==> src/rtl/synth_timing_pkg.sv <==
// -----------------------------------------------------------------------------
// synth_timing_pkg
// Shared definitions for the synth_engine slot timing generator.
//   - default geometry of the voice/envelope slot grid
//   - slot index typedefs sized from the default voice/envelope widths
//   - SLOTS_MAX: slots per frame with all voices active
//   - clamp_voices(): maps a requested active-voice count onto 1..vmax
// -----------------------------------------------------------------------------
package synth_timing_pkg;

    localparam int VOICES_DEF   = 8;
    localparam int V_ENVS_DEF   = 8;
    localparam int V_WIDTH_DEF  = 3;
    localparam int E_WIDTH_DEF  = 3;
    localparam int TAPS_DEF     = 3;
    localparam int FC_WIDTH_DEF = 16;

    localparam int SLOTS_MAX = VOICES_DEF * V_ENVS_DEF;

    typedef logic [V_WIDTH_DEF-1:0]             voice_idx_t;
    typedef logic [E_WIDTH_DEF-1:0]             env_idx_t;
    typedef logic [V_WIDTH_DEF+E_WIDTH_DEF-1:0] slot_idx_t;

    // Zero or out-of-range requests fall back to the full voice count so a
    // frame can never be empty or address voices that do not exist.
    function automatic int unsigned clamp_voices(input int unsigned req,
                                                 input int unsigned vmax);
        if ((req == 0) || (req > vmax)) begin
            return vmax;
        end
        return req;
    endfunction

endpackage

==> src/rtl/timing_gen_mx_tap_pipe.sv <==
// -----------------------------------------------------------------------------
// timing_tap_pipe
// Fixed-depth delay line for the slot index. Shifts every clock; stage k
// holds the input delayed by k+1 clocks.
//
// Ports:
//   clk_i    in   clock
//   rst_ni   in   asynchronous active-low reset (clears all stages)
//   d_i      in   WIDTH        value entering the line
//   taps_o   out  DEPTH*WIDTH  stage k at [k*WIDTH +: WIDTH]
// -----------------------------------------------------------------------------
module timing_tap_pipe #(
    parameter int WIDTH = 6,
    parameter int DEPTH = 3
) (
    input  logic                   clk_i,
    input  logic                   rst_ni,
    input  logic [WIDTH-1:0]       d_i,
    output logic [DEPTH*WIDTH-1:0] taps_o
);

    logic [WIDTH-1:0] stage_q [DEPTH];

    always_ff @(posedge clk_i or negedge rst_ni) begin
        if (!rst_ni) begin
            for (int k = 0; k < DEPTH; k++) begin
                stage_q[k] <= '0;
            end
        end else begin
            stage_q[0] <= d_i;
            for (int k = 1; k < DEPTH; k++) begin
                stage_q[k] <= stage_q[k-1];
            end
        end
    end

    for (genvar g = 0; g < DEPTH; g++) begin : g_tap
        assign taps_o[g*WIDTH +: WIDTH] = stage_q[g];
    end

endmodule

==> src/rtl/timing_gen_mx.sv <==
// -----------------------------------------------------------------------------
// timing_gen_mx
// Time-multiplex slot index generator at the head of the synth_engine slot
// pipeline. Walks every (voice, envelope) slot of a frame with a split
// voice/envelope counter, emits the linear slot index plus delayed copies
// for later pipeline stages, a one-cycle frame-wrap pulse and a frame count.
//
// Optional build macro:
//   TIMING_GEN_NEG_ZERO_EN  n_xxxx_zero becomes a negedge-registered flag
//                           (legacy timing: rises half a clock before the
//                           wrap edge, falls half a clock after the first
//                           advance out of slot 0, resets to 0). Undefined
//                           gives the posedge flag equal to (xxxx == 0).
//
// Ports:
//   sCLK_XVXENVS  in   1                      slot clock
//   reset_reg_N   in   1                      asynchronous active-low reset
//   run           in   1                      advance enable
//   n_voices      in   V_WIDTH+1              requested active voice count
//   vidx          out  V_WIDTH                current voice index
//   eidx          out  E_WIDTH                current envelope index
//   xxxx          out  V_WIDTH+E_WIDTH        vidx*V_ENVS + eidx
//   xxxx_tap      out  TAPS*(V_WIDTH+E_WIDTH) tap k = xxxx delayed k+1 clocks
//   n_xxxx_zero   out  1                      slot-zero flag
//   frame_wrap    out  1                      one-cycle pulse after each wrap
//   frame_cnt     out  FC_WIDTH               completed-frame count
// -----------------------------------------------------------------------------
module timing_gen_mx
    import synth_timing_pkg::*;
#(
    parameter int VOICES   = VOICES_DEF,
    parameter int V_ENVS   = V_ENVS_DEF,
    parameter int V_WIDTH  = V_WIDTH_DEF,
    parameter int E_WIDTH  = E_WIDTH_DEF,
    parameter int TAPS     = TAPS_DEF,
    parameter int FC_WIDTH = FC_WIDTH_DEF
) (
    input  logic                                sCLK_XVXENVS,
    input  logic                                reset_reg_N,
    input  logic                                run,
    input  logic [V_WIDTH:0]                    n_voices,
    output logic [V_WIDTH-1:0]                  vidx,
    output logic [E_WIDTH-1:0]                  eidx,
    output logic [V_WIDTH+E_WIDTH-1:0]          xxxx,
    output logic [TAPS*(V_WIDTH+E_WIDTH)-1:0]   xxxx_tap,
    output logic                                n_xxxx_zero,
    output logic                                frame_wrap,
    output logic [FC_WIDTH-1:0]                 frame_cnt
);

    localparam int SW = V_WIDTH + E_WIDTH;

    localparam logic [V_WIDTH-1:0]  V_ONE  = V_WIDTH'(1);
    localparam logic [E_WIDTH-1:0]  E_ONE  = E_WIDTH'(1);
    localparam logic [E_WIDTH-1:0]  E_LAST = E_WIDTH'(V_ENVS - 1);
    localparam logic [SW-1:0]       S_ONE  = SW'(1);
    localparam logic [V_WIDTH:0]    NV_ONE = (V_WIDTH+1)'(1);
    localparam logic [V_WIDTH:0]    NV_MAX = (V_WIDTH+1)'(VOICES);
    localparam logic [FC_WIDTH-1:0] FC_ONE = FC_WIDTH'(1);

    logic [V_WIDTH-1:0]  vidx_q,   vidx_d;
    logic [E_WIDTH-1:0]  eidx_q,   eidx_d;
    logic [SW-1:0]       xxxx_q,   xxxx_d;
    logic [V_WIDTH:0]    nv_lat_q, nv_lat_d;
    logic [FC_WIDTH-1:0] fcnt_q,   fcnt_d;
    logic                wrap_q,   wrap_d;

    logic [V_WIDTH:0]    nv_clamp;
    logic                last_slot;

    assign nv_clamp  = (V_WIDTH+1)'(clamp_voices(32'(n_voices), VOICES));
    assign last_slot = ({1'b0, vidx_q} == (nv_lat_q - NV_ONE)) && (eidx_q == E_LAST);

    // The linear index is kept as its own counter rather than recomputed from
    // vidx/eidx: stepping it by one is equivalent because an envelope wrap
    // lands on the next voice's slot 0, and it avoids a multiplier when
    // V_ENVS is not a power of two.
    always_comb begin
        vidx_d   = vidx_q;
        eidx_d   = eidx_q;
        xxxx_d   = xxxx_q;
        nv_lat_d = nv_lat_q;
        fcnt_d   = fcnt_q;
        wrap_d   = 1'b0;
        if (run) begin
            if (last_slot) begin
                vidx_d   = '0;
                eidx_d   = '0;
                xxxx_d   = '0;
                // Only the wrap edge re-samples the voice count, so a frame
                // never changes length once started.
                nv_lat_d = nv_clamp;
                fcnt_d   = fcnt_q + FC_ONE;
                wrap_d   = 1'b1;
            end else if (eidx_q == E_LAST) begin
                eidx_d = '0;
                vidx_d = vidx_q + V_ONE;
                xxxx_d = xxxx_q + S_ONE;
            end else begin
                eidx_d = eidx_q + E_ONE;
                xxxx_d = xxxx_q + S_ONE;
            end
        end
    end

    always_ff @(posedge sCLK_XVXENVS or negedge reset_reg_N) begin
        if (!reset_reg_N) begin
            vidx_q   <= '0;
            eidx_q   <= '0;
            xxxx_q   <= '0;
            nv_lat_q <= NV_MAX;
            fcnt_q   <= '0;
            wrap_q   <= 1'b0;
        end else begin
            vidx_q   <= vidx_d;
            eidx_q   <= eidx_d;
            xxxx_q   <= xxxx_d;
            nv_lat_q <= nv_lat_d;
            fcnt_q   <= fcnt_d;
            wrap_q   <= wrap_d;
        end
    end

`ifdef TIMING_GEN_NEG_ZERO_EN
    // Legacy falling-edge flag: set at the negedge inside an advancing last
    // slot, held through slot 0, cleared at the first negedge after leaving it.
    logic zero_neg_q;

    always_ff @(negedge sCLK_XVXENVS or negedge reset_reg_N) begin
        if (!reset_reg_N) begin
            zero_neg_q <= 1'b0;
        end else if (run && last_slot) begin
            zero_neg_q <= 1'b1;
        end else if (xxxx_q != '0) begin
            zero_neg_q <= 1'b0;
        end
    end

    assign n_xxxx_zero = zero_neg_q;
`else
    logic zero_q, zero_d;

    always_comb begin
        zero_d = (xxxx_d == '0);
    end

    always_ff @(posedge sCLK_XVXENVS or negedge reset_reg_N) begin
        if (!reset_reg_N) begin
            zero_q <= 1'b1;
        end else begin
            zero_q <= zero_d;
        end
    end

    assign n_xxxx_zero = zero_q;
`endif

    // Taps shift every clock, independent of run, so a held index fills them.
    timing_tap_pipe #(
        .WIDTH (SW),
        .DEPTH (TAPS)
    ) u_tap_pipe (
        .clk_i  (sCLK_XVXENVS),
        .rst_ni (reset_reg_N),
        .d_i    (xxxx_q),
        .taps_o (xxxx_tap)
    );

    assign vidx       = vidx_q;
    assign eidx       = eidx_q;
    assign xxxx       = xxxx_q;
    assign frame_wrap = wrap_q;
    assign frame_cnt  = fcnt_q;

endmodule

==> config.mk <==
export PLATFORM = sky130hd
export DESIGN_NAME = timing_gen_mx
export DESIGN_NICKNAME = d
export VERILOG_FILES = /design/src/rtl/synth_timing_pkg.sv /design/src/rtl/timing_gen_mx_tap_pipe.sv /design/src/rtl/timing_gen_mx.sv
export SDC_FILE = /design/constraint.sdc
export NUM_CORES = 1
export LEC_CHECK = 0
export ABC_CLOCK_PERIOD_IN_PS = 4900
export BUFFER_PORTS_ARGS = -buffer_cell sky130_fd_sc_hd__buf_2
export CAP_MARGIN = 15
export CORE_MARGIN = 5
export CORE_UTILIZATION = 35
export CTS_CLUSTER_SIZE = 25
export DETAILED_ROUTE_END_ITERATION = 6
export HOLD_SLACK_MARGIN = 0.15
export PLACE_DENSITY_LB_ADDON = 0.1
export SYNTH_ARGS = -nofsm -noshare
export SYNTH_HDL_FRONTEND = slang
export SYNTH_SLANG_ARGS = --single-unit
==> constraint.sdc <==
create_clock -name sCLK_XVXENVS -period 4.9 [get_ports sCLK_XVXENVS]
set_input_delay 0.735 -clock sCLK_XVXENVS [delete_from_list [all_inputs] [get_ports sCLK_XVXENVS]]
set_output_delay 0.735 -clock sCLK_XVXENVS [all_outputs]
set_load 0.05 [all_outputs]
==> results by group <==
Pwr
  • Total net switching power: 0.728 mW
  • Worst voltage drop across the vdd grid: between 0.3 and 0.4 mV
  • Share of total power in the clock network: 19.3%
  • Combinational group share of total power: 41.1%
  • Pwr per Cell Area: 611 nW/um^2
  • Total power of the final layout: about 1.6 mW
  • Portion of total power attributed to sequential cells: 39.6%
  • Switching power share of the total: 46.1%
  • Internal power summed over all cells: about 0.85 mW
  • Leak pwr: ~1.3 nW

Setup path
  • Reg2Reg Setup Slack: 2.44 ns
  • Critical path class: reg2reg
  • Largest fanout on the critical path: 28
  • Start of the worst register-to-register path: nv_lat_q[0]$_DFFE_PN0P_
  • Critical Path RT: around 5.1 ns
  • Type of destination of the critical path: register
  • Startpoint Class: register
  • Critical R2R Capture: frame_cnt[5]$_DFFE_PN0P_
  • Crit path DAT: 2.69 ns
  • Reg2reg path depth: 7

Synth
  • Synthesized area divided by synthesized cell count: 12.5 um^2
  • Number of distinct standard cells referenced by the synthesized netlist: 36
  • Summed instance area of the synthesized netlist: 2120 um^2
  • Ranking of synthesized cells by area: dfrtp_1 (59%), xnor2_1 (5.4%), ha_1 (3.5%)
  • Mapped Cells: 169
  • Share of async-settable or async-resettable flops after synthesis: 100%
  • Count of flip-flops with a built-in enable after synthesis: 0
  • Syn_nets: 182
  • Library cell with the largest summed area after synthesis: dfrtp_1
  • Warnings, synthesis: 0
  • Register bit total from synthesis: 52
  • Main synth FF type: dfrtp_1
  • Top cell type's share of synthesized area: 59.1%
  • Register area share after synthesis: 61.6%

STA
  • Final period util: 50.3%
  • Fin crit period: 2.46 ns
  • Relative slew slack: 54.3%
  • Setup TNS: 0 ns
  • Worst Setup Slack, final: around 2.4 ns
  • Slew Limit Fails: 0
  • RSZ-0062 raised after global routing: no
  • Tightest Pin Transition: 0.685 ns
  • Endpoints failing setup: 0
  • Final number of hold-violating endpoints: 0
  • Highest attainable clock frequency: roughly 410 MHz
  • Final worst clock skew: between 0.006 and 0.007 ns
  • Hold_ws: 0.374 ns

Floorplanning
  • I/O pin count: 55
  • Starting utilization of the core area: a little over a third
  • Row count: 28
  • Die footprint: 7700 um^2
  • Floorplan Core Area: 5890 um^2
  • Die width: roughly 88 um
  • Die Height: 87.8 um

Final layout
  • Post-Route Utilization: 43.9%
  • Syn-to-layout area delta: 22.2%
  • Top library cells by usage in the layout, fill and taps aside: buf_2 (54), dfrtp_1 (50), xnor2_1 (13)
  • Final net count: 240
  • Filler cells: 591
  • Number of standard cells in the final layout excluding fillers: 303
  • Most common cell after layout, fill and taps aside: buf_2
  • Area of all placed cells without fillers: 2590 um^2
  • Diode count: 0
  • Fraction of final layout cells sized beyond drive strength 1: 31.1%

Drt
  • Via/cell ratio: 4.83
  • Wire length on met1: around 1.8 mm
  • Wire length on met2: 1.85 mm
  • Antenna-violating nets left: 0
  • Drt total wl: 4.03 mm
  • Top metal layer carrying routed signals: met4
  • Routed WL per cell: 13.3 um
  • Vias: 1463
  • Drc violations: 0
  • First drt pass iteration count: 4
  • Met3 wire len: 294 um
  • Detailed Route Iter0 Violations: 72

Clock tree
  • Post-CTS setup buffers: 0
  • Post_cts resized: 0
  • Max Buffers Root-to-Sink: 2
  • Hold buffer count at CTS: 0
  • Sink Count: 52
  • CTS Buf Count: 5
  • Clock-pin slew on the worst setup and hold paths: roughly 0.09 ns
  • TritonCTS clock tree: done
  • Clock tree root driver cell: clkbuf_8
  • Source-to-sink clock delay at the later pin of the worst-skew pair: 0.30 ns
  • H-tree level count: 2

Worst hold path
  • End point of the worst hold path: u_tap_pipe.taps_o[10]$_DFF_PN0_
  • Worst hold path cell count: 0
  • Class of the worst hold path: reg2reg
  • Source of the worst hold timing path: u_tap_pipe.taps_o[4]$_DFF_PN0_

GRT
  • Total routing resource utilization after global routing: between 10% and 20%
  • Antenna violations before repair: 0
  • First-pass GRT wire length: 6.98 mm
  • Overflow after GRT: 0
  • Pin count of the biggest net entering global routing: 53
  • Number of global-route vias before repair: 1466

Placed design
  • Placed wire-length estimate after detailed placement: 2.77 mm
  • Count of buffers from port buffering: 54
  • Post-place instance area: about 2500 um^2
  • Worst slack, placed: 2.46 ns
  • Placed cells: 295
  • Weighted congestion at the end of routability-driven global placement: 0.708

Status
  • Outcome: finished clean

Job
  • Maxcap violations: 0
per-layer routing:
metal / vias to the layer above / track usage [%]
met5: - / 0
met4: 0 / 3.35
met3: 5 / 3.01
met2: 38 / 18.7
met1: 710 / 14.5
li1: 710 / -
how the worst max path moves through the flow:
stage                           endpoint                     from  slack [ns]  cells past startpoint
2_1_floorplan  frame_cnt[13]$_DFFE_PN0P_      vidx[2]$_DFFE_PN0P_        2.75                      6
3_3_place_gp    frame_cnt[1]$_DFFE_PN0P_  nv_lat_q[0]$_DFFE_PN0P_        2.50                      6
3_5_place_dp    frame_cnt[3]$_DFFE_PN0P_  nv_lat_q[0]$_DFFE_PN0P_        2.46                      7
4_1_cts         frame_cnt[5]$_DFFE_PN0P_  nv_lat_q[0]$_DFFE_PN0P_        2.43                      7
5_1_grt         frame_cnt[5]$_DFFE_PN0P_  nv_lat_q[0]$_DFFE_PN0P_        2.26                      7
6_report        frame_cnt[5]$_DFFE_PN0P_  nv_lat_q[0]$_DFFE_PN0P_        2.44                      7
critical path: stages, from the launching register on:
cell     delay [ns]
dfrtp_1        0.40
inv_1          0.07
ha_1           0.20
xor2_1         0.15
or4b_4         0.52
a21oi_4        0.59
and4_1         0.30
xor2_1         0.14
power groups by stage:
stage | sequential [mW] | clock [mW] | combinational (mW)
5_1_grt | 0.647 | 0.335 | 0.686
4_1_cts | 0.630 | 0.321 | 0.658
3_3_place_gp | 0.636 | 0 | 0.653
3_5_place_dp | 0.639 | 0 | 0.656
2_1_floorplan | 1.01 | 0 | 0.121
6_report | 0.626 | 0.306 | 0.650
cell families (layout without fill, tap and decap cells):
family	Yosys count	in the layout	synth area share, %
simple gates	55	55	15.3
flops	52	52	61.6
compound gates	21	21	6.86
xor+xnor	20	20	8.27
buf+inv	11	70	2.36
fa+ha+maj	6	6	3.55
mux	4	4	2.07
flip-flops by register name (all words and copies together) (netlist names):
name               cells
u_tap_pipe.taps_o     18
frame_cnt             16
xxxx                   6
nv_lat_q               4
eidx                   3
vidx                   3
frame_wrap             1
n_xxxx_zero            1
cell type report:
type                       instances  area [um^2]  area share [%]
multi-input combinational        106          763            29.5
clock inverter                     2         38.8            1.50
clock buffer                       6         82.6            3.19
tap                               75         93.8            3.63
timing repair buffer              55          278            10.7
sequential                        52         1300            50.4
inverter                           7         26.3            1.02
synthesized netlist by cell type, types with 2 or more instances:
cell	number
nand4_1	10
o22ai_1	3
dfstp_2	2
o21ai_0	7
or3_1	2
xor2_1	7
nor3_1	3
and2_1	2
nand3_1	9
clkbuf_1	2
a31oi_1	2
dfrtp_1	50
xnor2_1	13
and4_1	5
a21o_1	3
nand2_1	9
mux2_2	3
inv_1	7
and3_1	4
ha_1	6
nand3b_1	2
nor2_1	4
(Power assumes the default switching activity.)
